## src/rtl/battleship_pkg.sv

```systemverilog
// Shared types and constants for the battleship input front end.
// Holds the debouncer state encoding, coordinate width and a busy helper.
package battleship_pkg;

  localparam int COORD_W = 2;

  typedef enum logic [2:0] {
    LOCKOUT      = 3'd0,
    IDLE         = 3'd1,
    PRESS_WAIT   = 3'd2,
    PRESSED      = 3'd3,
    RELEASE_WAIT = 3'd4
  } db_state_e;

  // A debouncer is busy while a press is in flight or being released.
  function automatic logic db_busy(db_state_e s);
    return !((s == IDLE) || (s == LOCKOUT));
  endfunction

endpackage

```

## src/rtl/btn_debounce.sv

```systemverilog
// Synchronizer plus debounce FSM for one button; one-cycle pulse per press.
// Ports: clk, rst (async high), btn_i raw, pulse_o press pulse, busy_o.
module btn_debounce
  import battleship_pkg::*;
#(
  parameter int DEBOUNCE_CYCLES = 16,
  parameter int SYNC_STAGES     = 2
) (
  input  logic clk,
  input  logic rst,
  input  logic btn_i,
  output logic pulse_o,
  output logic busy_o
);

  localparam int CW = $clog2(DEBOUNCE_CYCLES + 1);
  localparam logic [CW-1:0] CNT_MAX = CW'(DEBOUNCE_CYCLES);
  localparam logic [CW-1:0] CNT_ONE = CW'(1);

  logic [SYNC_STAGES-1:0] sync_q;
  logic                   smp;

  db_state_e       state_q, state_d;
  logic [CW-1:0]   cnt_q, cnt_d;
  logic [CW-1:0]   cnt_inc;
  logic            pulse_q, pulse_d;

  always_ff @(posedge clk or posedge rst) begin
    if (rst) begin
      sync_q <= '0;
    end else begin
      sync_q <= {sync_q[SYNC_STAGES-2:0], btn_i};
    end
  end

  assign smp = sync_q[SYNC_STAGES-1];

  // Saturating increment: the counter never wraps.
  assign cnt_inc = (cnt_q == CNT_MAX) ? cnt_q : cnt_q + CNT_ONE;

  always_comb begin
    state_d = state_q;
    cnt_d   = cnt_q;
    pulse_d = 1'b0;
    unique case (state_q)
      LOCKOUT: begin
        if (smp) begin
          cnt_d = '0;
        end else if (cnt_inc == CNT_MAX) begin
          state_d = IDLE;
          cnt_d   = '0;
        end else begin
          cnt_d = cnt_inc;
        end
      end
      IDLE: begin
        if (smp) begin
          state_d = PRESS_WAIT;
          cnt_d   = CNT_ONE;
        end
      end
      PRESS_WAIT: begin
        if (!smp) begin
          state_d = IDLE;
          cnt_d   = '0;
        end else if (cnt_inc == CNT_MAX) begin
          state_d = PRESSED;
          cnt_d   = '0;
          pulse_d = 1'b1;
        end else begin
          cnt_d = cnt_inc;
        end
      end
      PRESSED: begin
        if (!smp) begin
          state_d = RELEASE_WAIT;
          cnt_d   = CNT_ONE;
        end
      end
      RELEASE_WAIT: begin
        if (smp) begin
          state_d = PRESSED;
          cnt_d   = '0;
        end else if (cnt_inc == CNT_MAX) begin
          state_d = IDLE;
          cnt_d   = '0;
        end else begin
          cnt_d = cnt_inc;
        end
      end
      default: begin
        state_d = LOCKOUT;
        cnt_d   = '0;
      end
    endcase
  end

  always_ff @(posedge clk or posedge rst) begin
    if (rst) begin
      state_q <= LOCKOUT;
      cnt_q   <= '0;
      pulse_q <= 1'b0;
    end else begin
      state_q <= state_d;
      cnt_q   <= cnt_d;
      pulse_q <= pulse_d;
    end
  end

  assign pulse_o = pulse_q;
  assign busy_o  = db_busy(state_q);

endmodule

```

## src/rtl/battleship_input_ctrl.sv

```systemverilog
// Button/switch conditioner feeding the battleship game FSM.
// Ports: raw start_btn/btn_a/btn_b/sw_x/sw_y in; start/pAb/pBb pulses, X/Y out.
module battleship_input_ctrl
  import battleship_pkg::*;
#(
  parameter int DEBOUNCE_CYCLES = 16,
  parameter int SYNC_STAGES     = 2
) (
  input  logic               clk,
  input  logic               rst,
  input  logic               start_btn,
  input  logic               btn_a,
  input  logic               btn_b,
  input  logic [COORD_W-1:0] sw_x,
  input  logic [COORD_W-1:0] sw_y,
  output logic               start,
  output logic               pAb,
  output logic               pBb,
  output logic [COORD_W-1:0] X,
  output logic [COORD_W-1:0] Y
);

  localparam int XYW = 2 * COORD_W;

  logic fire_s, fire_a, fire_b;
  logic busy_s, busy_a, busy_b;

  logic [SYNC_STAGES-1:0][XYW-1:0] sw_sync_q;

  logic           start_q, start_d;
  logic           pa_q, pa_d;
  logic           pb_q, pb_d;
  logic           pend_q, pend_d;
  logic [XYW-1:0] xy_q, xy_d;

  btn_debounce #(
    .DEBOUNCE_CYCLES(DEBOUNCE_CYCLES),
    .SYNC_STAGES    (SYNC_STAGES)
  ) u_db_start (
    .clk    (clk),
    .rst    (rst),
    .btn_i  (start_btn),
    .pulse_o(fire_s),
    .busy_o (busy_s)
  );

  btn_debounce #(
    .DEBOUNCE_CYCLES(DEBOUNCE_CYCLES),
    .SYNC_STAGES    (SYNC_STAGES)
  ) u_db_a (
    .clk    (clk),
    .rst    (rst),
    .btn_i  (btn_a),
    .pulse_o(fire_a),
    .busy_o (busy_a)
  );

  btn_debounce #(
    .DEBOUNCE_CYCLES(DEBOUNCE_CYCLES),
    .SYNC_STAGES    (SYNC_STAGES)
  ) u_db_b (
    .clk    (clk),
    .rst    (rst),
    .btn_i  (btn_b),
    .pulse_o(fire_b),
    .busy_o (busy_b)
  );

  always_ff @(posedge clk or posedge rst) begin
    if (rst) begin
      sw_sync_q <= '0;
    end else begin
      sw_sync_q <= {sw_sync_q[SYNC_STAGES-2:0], {sw_x, sw_y}};
    end
  end

  // A wins a same-cycle collision; B is parked in pend_q and
  // issued on the next cycle A is quiet.
  always_comb begin
    start_d = fire_s;
    pa_d    = fire_a;
    pb_d    = 1'b0;
    pend_d  = pend_q;
    if (fire_a) begin
      pend_d = pend_q | fire_b;
    end else if (fire_b || pend_q) begin
      pb_d   = 1'b1;
      pend_d = fire_b & pend_q;
    end
  end

  // Coordinates track the switches only while no press is in flight.
  always_comb begin
    xy_d = xy_q;
    if (!(busy_a || busy_b || pend_q)) begin
      xy_d = sw_sync_q[SYNC_STAGES-1];
    end
  end

  always_ff @(posedge clk or posedge rst) begin
    if (rst) begin
      start_q <= 1'b0;
      pa_q    <= 1'b0;
      pb_q    <= 1'b0;
      pend_q  <= 1'b0;
      xy_q    <= '0;
    end else begin
      start_q <= start_d;
      pa_q    <= pa_d;
      pb_q    <= pb_d;
      pend_q  <= pend_d;
      xy_q    <= xy_d;
    end
  end

  assign start = start_q;
  assign pAb   = pa_q;
  assign pBb   = pb_q;
  assign X     = xy_q[XYW-1:COORD_W];
  assign Y     = xy_q[COORD_W-1:0];

endmodule

```

## config.mk

```make
export PLATFORM = sky130hd
export DESIGN_NAME = battleship_input_ctrl
export DESIGN_NICKNAME = d
export VERILOG_FILES = /design/src/rtl/battleship_pkg.sv /design/src/rtl/btn_debounce.sv /design/src/rtl/battleship_input_ctrl.sv
export SDC_FILE = /design/constraint.sdc
export NUM_CORES = 1
export LEC_CHECK = 0
export CAP_MARGIN = 15
export CORE_MARGIN = 5
export CORE_UTILIZATION = 50
export CTS_CLUSTER_SIZE = 14
export DETAILED_ROUTE_END_ITERATION = 12
export GPL_ROUTABILITY_DRIVEN = 0
export HOLD_SLACK_MARGIN = 0.06
export MAX_ROUTING_LAYER = met4
export PLACE_DENSITY = 0.73
export REMOVE_ABC_BUFFERS = 1
export SLEW_MARGIN = 10
export SYNTH_ARGS = -nofsm -noshare
export SYNTH_HDL_FRONTEND = slang
export SYNTH_SLANG_ARGS = --single-unit
export TNS_END_PERCENT = 100
```

## constraint.sdc

```tcl
create_clock -name clk -period 5.2 [get_ports clk]
set_input_delay 0.78 -clock clk [delete_from_list [all_inputs] [get_ports clk]]
set_output_delay 0.78 -clock clk [all_outputs]
set_load 0.01 [all_outputs]
```

; ---- After elaboration in Yosys (flattened, before gate mapping)
; Index checks and enable logic that the tools add are counted.
[totals]
elab_cells = 132
output_inout_bits = 7
input_bits = 9
register_bits = 49
[op_classes]
mux = 58
n_reduce_logical = 20
bitwise_logic = 2
eq_ne = 30
addsub = 3
[ops]
columns = op, n
row1 = $mux W5, 18
row2 = $mux W3, 21
row3 = $pmux W5 S4, 3
row4 = $pmux W3 S5, 3
row5 = $eq A5 B5 Y1 const B, 6
row6 = $eq A3 B2 Y1 const B, 6
row7 = $add A5 B1 Y5 const B, 3
row8 = $mux W1, 13
row9 = $ne A2 B2 Y1 const B, 6
row10 = $reduce_and A4 Y1, 3
row11 = $eq A3 B1 Y1 const B, 3
row12 = $eq A3 B3 Y1 const B, 3
row13 = $logic_not A3 Y1, 3
row14 = $ne A3 B3 Y1 const B, 3
row15 = $ne A2 B1 Y1 const B, 3
row16 = $reduce_and A2 Y1, 3
row17 = $reduce_or A2 Y1, 3
row18 = $logic_or A1 B1 Y1, 5
row19 = $logic_not A1 Y1, 2
row20 = $reduce_bool A2 Y1, 1
row21 = $and A1 B1 Y1, 1
row22 = $or A1 B1 Y1, 1

; ---- Longest topological paths before layout
[logic_depth]
depth_word = 6
ltp_mapped = 7
depth_no_buf = 7

; ---- Hierarchy
; A second synthesis with hierarchy kept.
[hier_totals]
cells_unflattened = 211
hier_area_um2 = 2443.6
[by_module_without_submodules]
columns = mod, area_per_inst_um2, n_inst, cells_per_inst, seq_area_each_um2
row1 = btn_debounce at u_db_a ..., 631.9, 2, 58, 275.3
row2 = btn_debounce at u_db_start, 696.9, 1, 70, 275.3
row3 = battleship_input_ctrl, 483.0, 1, 25, 400.4

; ---- Worst setup path before layout
; No wires, ideal clock.
[synth_timing]
path_kind = register to register
start = reg u_db_b.cnt_q[0]
end = reg u_db_b.pulse_q (netlist: u_db_b.pulse_o)
path_buffers = 0
setup_ns = 0.080
path_stages_with_launch = 8
synth_period_minus_slack_ns = 1.822
t_required_ns = 5.120
arrival_time_ns = 1.742
slack_ns = 3.378
path_cell_list = dfrtp_1 -> inv_1 -> ha_1 -> and4bb_4 -> mux2i_2 -> nand2_2 -> or3_1 -> nor3_2
[synth_between]
elab_chain_cells = 6
word_cells_on_any_way = 7
cone_classes = add/sub: 1 / eq/ne: 2 / mux: 4
[synth_rtl]
columns = item, line
row1 = "start, declared", btn_debounce.sv:24  ; logic [CW-1:0] cnt_q, cnt_d;
row2 = "start signal, assigned", btn_debounce.sv:105  ; cnt_q <= cnt_d;
row3 = $add A5 B1 Y5 / $eq A5 B5 Y1 (equally long branches), btn_debounce.sv:39  ; assign cnt_inc = (cnt_q == CNT_MAX) ? cnt_q : cnt_q + CNT_ONE;
row4 = $mux W5 (*), btn_debounce.sv:39
row5 = $eq A5 B5 Y1 (*), btn_debounce.sv:66  ; end else if (cnt_inc == CNT_MAX) begin
row6 = $mux W1 (*), btn_debounce.sv:66
row7 = $mux W1 (*), btn_debounce.sv:63  ; if (!smp) begin
row8 = $mux W1 (*), btn_debounce.sv:45  ; unique case (state_q)
row9 = named net u_db_b.pulse_d, btn_debounce.sv:26  ; logic pulse_q, pulse_d;
row10 = "end signal, assigned", btn_debounce.sv:106  ; pulse_q <= pulse_d;
row11 = "end, declared", btn_debounce.sv:26
; Mark *: on every way through the listed nets, which the timed path passes. The rest lies on a longest branch.
; A chain may end at the register's enable or synchronous reset.

; ---- Worst setup path in the final report
[layout_timing]
start = reg xy_q[2]
end = out X[0]
[layout_lines]
columns = item, line
row1 = "start, declared", battleship_input_ctrl.sv:34  ; logic [XYW-1:0] xy_q, xy_d;
row2 = "start signal, assigned", battleship_input_ctrl.sv:112  ; xy_q <= xy_d;
row3 = "end, declared", battleship_input_ctrl.sv:19  ; output logic [COORD_W-1:0] X,
; No word-level cell between the ends.

==> results.md <==
- Status: finished clean
- Startpoint types: flop
- Internal cell power: 801.7 uW
- Fin. max-slew vios: 0
- Pwr per Cell Area: 433.9 nW/um^2
- Avg Vias per Cell: 5.586
- Min-delay worst type: reg -> reg
- Static Leak: 0.001161 uW
- DRC viols: 0
- Setup_tns: 0 ps
- Top sig layer: met4
- Total setup buffers inserted after CTS: 0
- Register area share after synthesis: 0.5102
- Total wire length: 4140 um
- GR Util All Layers: 0.1498
- Post-layout util: 0.5784
- Post-synth top cells: dfrtp_1 (49), nor2_1 (22), nand2_1 (16), o21ai_0 (14)
- Crit path DAT: 1230 ps
- CP max FO: 2
- Area grow syn2layout: 12.91%
- TritonCTS sink count: 49
- Reg2Reg Setup Slack: 3240 ps
- Crit path cell chain: clkdlybuf4s50_1
- Worst path bufs/invs: 1
- Max Cap Viol: 0
- Slowest cell on crit path: clkdlybuf4s50_1
- Fmax: 497.4 MHz
- Headroom to the max-slew limit: 0.3673
- DR iter-0 viols: 68
- DP HPWL: 2924 um
- Placed Cells: 296
- Logic gate share of total power: 0.284
- FF+latch count, synth: 49
- # diodes: 0
- Longest Clk Path Bufs: 2
- Crit share post-route: 0.3866
- Gate count after technology mapping: 237
- CTS tree: yes
- Total gr overflow: 0
- Synth area leaders: dfrtp_1 (51%), nor2_1 (3.4%), ha_1 (3.1%), o21ai_0 (2.9%), nand2_1 (2.5%)
- Hold-fix buffer count after cts: 0
- Final net count: 264
- Top Ports: 16
- Worst slack, placed: 3182 ps
- Post-Syn Area: 2404 um^2
- Clock group share of total power: 0.269
- Switching Fraction: 0.3193
- Post-synth EDFFs: 0
- Clk_skew: 6.037 ps
- Main synth FF type: dfrtp_1
- Worst vdd ir: 0.3165 mV
- Cts repair resizes: 0
- Slew @ Worst Pin: 947.7 ps
- Row cnt: 25
- Critical Path Sink Type: output port
- Detailed Routing Iterations Pass 1: 4
- Switching power: 376.0 uW
- Clock transition at path regs: 90 ps
- CTS root buf: clkbuf_8
- Async S/R FF share, synth: 1.000
- CP delay by family, top: buffers and inverters
- Initial antenna violation count: 0
- CP Data Required Time: 4420 ps
- Metal1 wirelength: 2071 um
- Layout Cells excl Fill: 304
- RSZ-0062 raised after global routing: no
- Die area: 6294 um^2
- Vias in the first global route: 1,606
- Post-synthesis average cell area: 10.14 um^2
- Initial Utilization: 0.5123
- Die height: 79.34 um
- Largest net degree at the start of global routing: 50
- Setup violations, final: 0
- DR WL/cell: 13.62 um
- Leading area contributor after synthesis: dfrtp_1
- Skew-Pair Late Insertion Delay: 300 ps
- WS Path Type: reg -> out
- Total CTS buffers: 5
- Met2 routed WL: 1850 um
- Top cell type's share of synthesized area: 0.5102
- Share of layout cells above drive strength 1: 0.09200
- CP peak stage delay: 550 ps
- H-Tree Level Count: 2
- WL met3: 146 um
- Fin. Hold Viols: 0
- Sequential power share: 0.446
- Die Span X: 79.34 um
- Most frequent cell after synthesis: dfrtp_1
- Synth warn: 0
- ANT nets after route: 0
- CORE AREA: 4692 um^2
- Post-layout min period: 2010 ps
- Port buffer count: 15
- Final worst slack: 3190 ps
- First-pass GRT wire length: 7238 um
- Synth cell types: 54
- DR vias: 1,698
power groups by stage:
| stage | logic, uW | registers [uW] | clock network (uW) |
|---|---|---|---|
| floorplan | 241 | 517 | 0 |
| global placement | 325 | 531 | 0 |
| detailed placement | 333 | 532 | 0 |
| CTS | 337 | 525 | 326 |
| global route | 379 | 538 | 341 |
| finish | 335 | 526 | 317 |
worst paths after layout:
check                            startpoint                  end  cells after the start
max                                 xy_q[2]                 X[0]                      1
min                        u_db_a.sync_q[0]     u_db_a.sync_q[1]                      0
max reg2reg                 u_db_b.cnt_q[0]       u_db_b.pulse_o                      7
min reg2reg                u_db_a.sync_q[0]     u_db_a.sync_q[1]                      0
max in group asynchronous               rst    u_db_a.state_q[2]                      2
min in group asynchronous               rst  u_db_start.cnt_q[2]                      2
metrics by stage:
step | hold slack, ps | cell area, um^2 | power, uW
2_1_floorplan | 331.2 | 2359 | 758.3
3_3_place_gp | 333.3 | 2576 | 856.1
3_5_place_dp | 334.7 | 2576 | 865.1
4_1_cts | 356.0 | 2714 | 1189
5_1_grt | 361.0 | 2714 | 1259
6_report | 353.0 | 2714 | 1178
layout by cell type (no fill, tap or decap), types with 3 or more instances in the layout:
master | synthesis | layout
inv_1 | 9 | 8
nor4_1 | 4 | 4
nand2_1 | 16 | 16
o21ai_0 | 14 | 14
xor2_1 | 6 | 6
a31oi_1 | 3 | 3
o22ai_1 | 3 | 3
mux2_2 | 4 | 4
nor2_1 | 22 | 22
and2_1 | 3 | 3
dfrtp_1 | 49 | 49
clkdlybuf4s50_1 | 0 | 15
nor2b_1 | 7 | 7
a21oi_1 | 10 | 10
nor3_1 | 4 | 4
clkbuf_8 | 0 | 5
a22o_1 | 3 | 3
xnor2_1 | 6 | 6
nand3b_1 | 5 | 5
nand3_1 | 10 | 10
ha_1 | 6 | 6
nand2b_1 | 5 | 5
registers in the layout, summed over array words and instances, names as in the netlist:
name,cells
pAb,1
pBb,1
pend_q,1
start,1
sw_sync_q,8
u_db_a.cnt_q,5
u_db_a.pulse_o,1
u_db_a.state_q,3
u_db_a.sync_q,2
u_db_b.cnt_q,5
u_db_b.pulse_o,1
u_db_b.state_q,3
u_db_b.sync_q,2
u_db_start.cnt_q,5
u_db_start.pulse_o,1
u_db_start.state_q,3
u_db_start.sync_q,2
xy_q,4
kinds of logic (layout without fill, tap and decap cells):
kind of cell,after synthesis,after routing,synth area share
buf+inv,19,32,0.03279
fa+ha+maj,6,6,0.03123
xor+xnor,12,12,0.04373
compound gates,51,51,0.1364
flops,49,49,0.5102
simple gates,95,95,0.2213
mux,5,5,0.02446
cell type report:
type / count / area (um^2)
Fill cell: 418 / 1978
Sequential cell: 49 / 1226
Multi-Input combinational cell: 169 / 1099
Timing Repair Buffer: 15 / 150.1
Clock buffer: 5 / 68.82
Clock inverter: 3 / 68.82
Tap cell: 54 / 67.56
Inverter: 9 / 33.78
metal layers:
| metal | GRT usage | vias up |
|---|---|---|
| met4 | 0.06529 | 0 |
| met5 | - | - |
| li1 | - | 860 |
| met3 | 0.02721 | 8 |
| met1 | 0.2031 | 797 |
| met2 | 0.2214 | 33 |
Power figures use the tool's default switching activity.
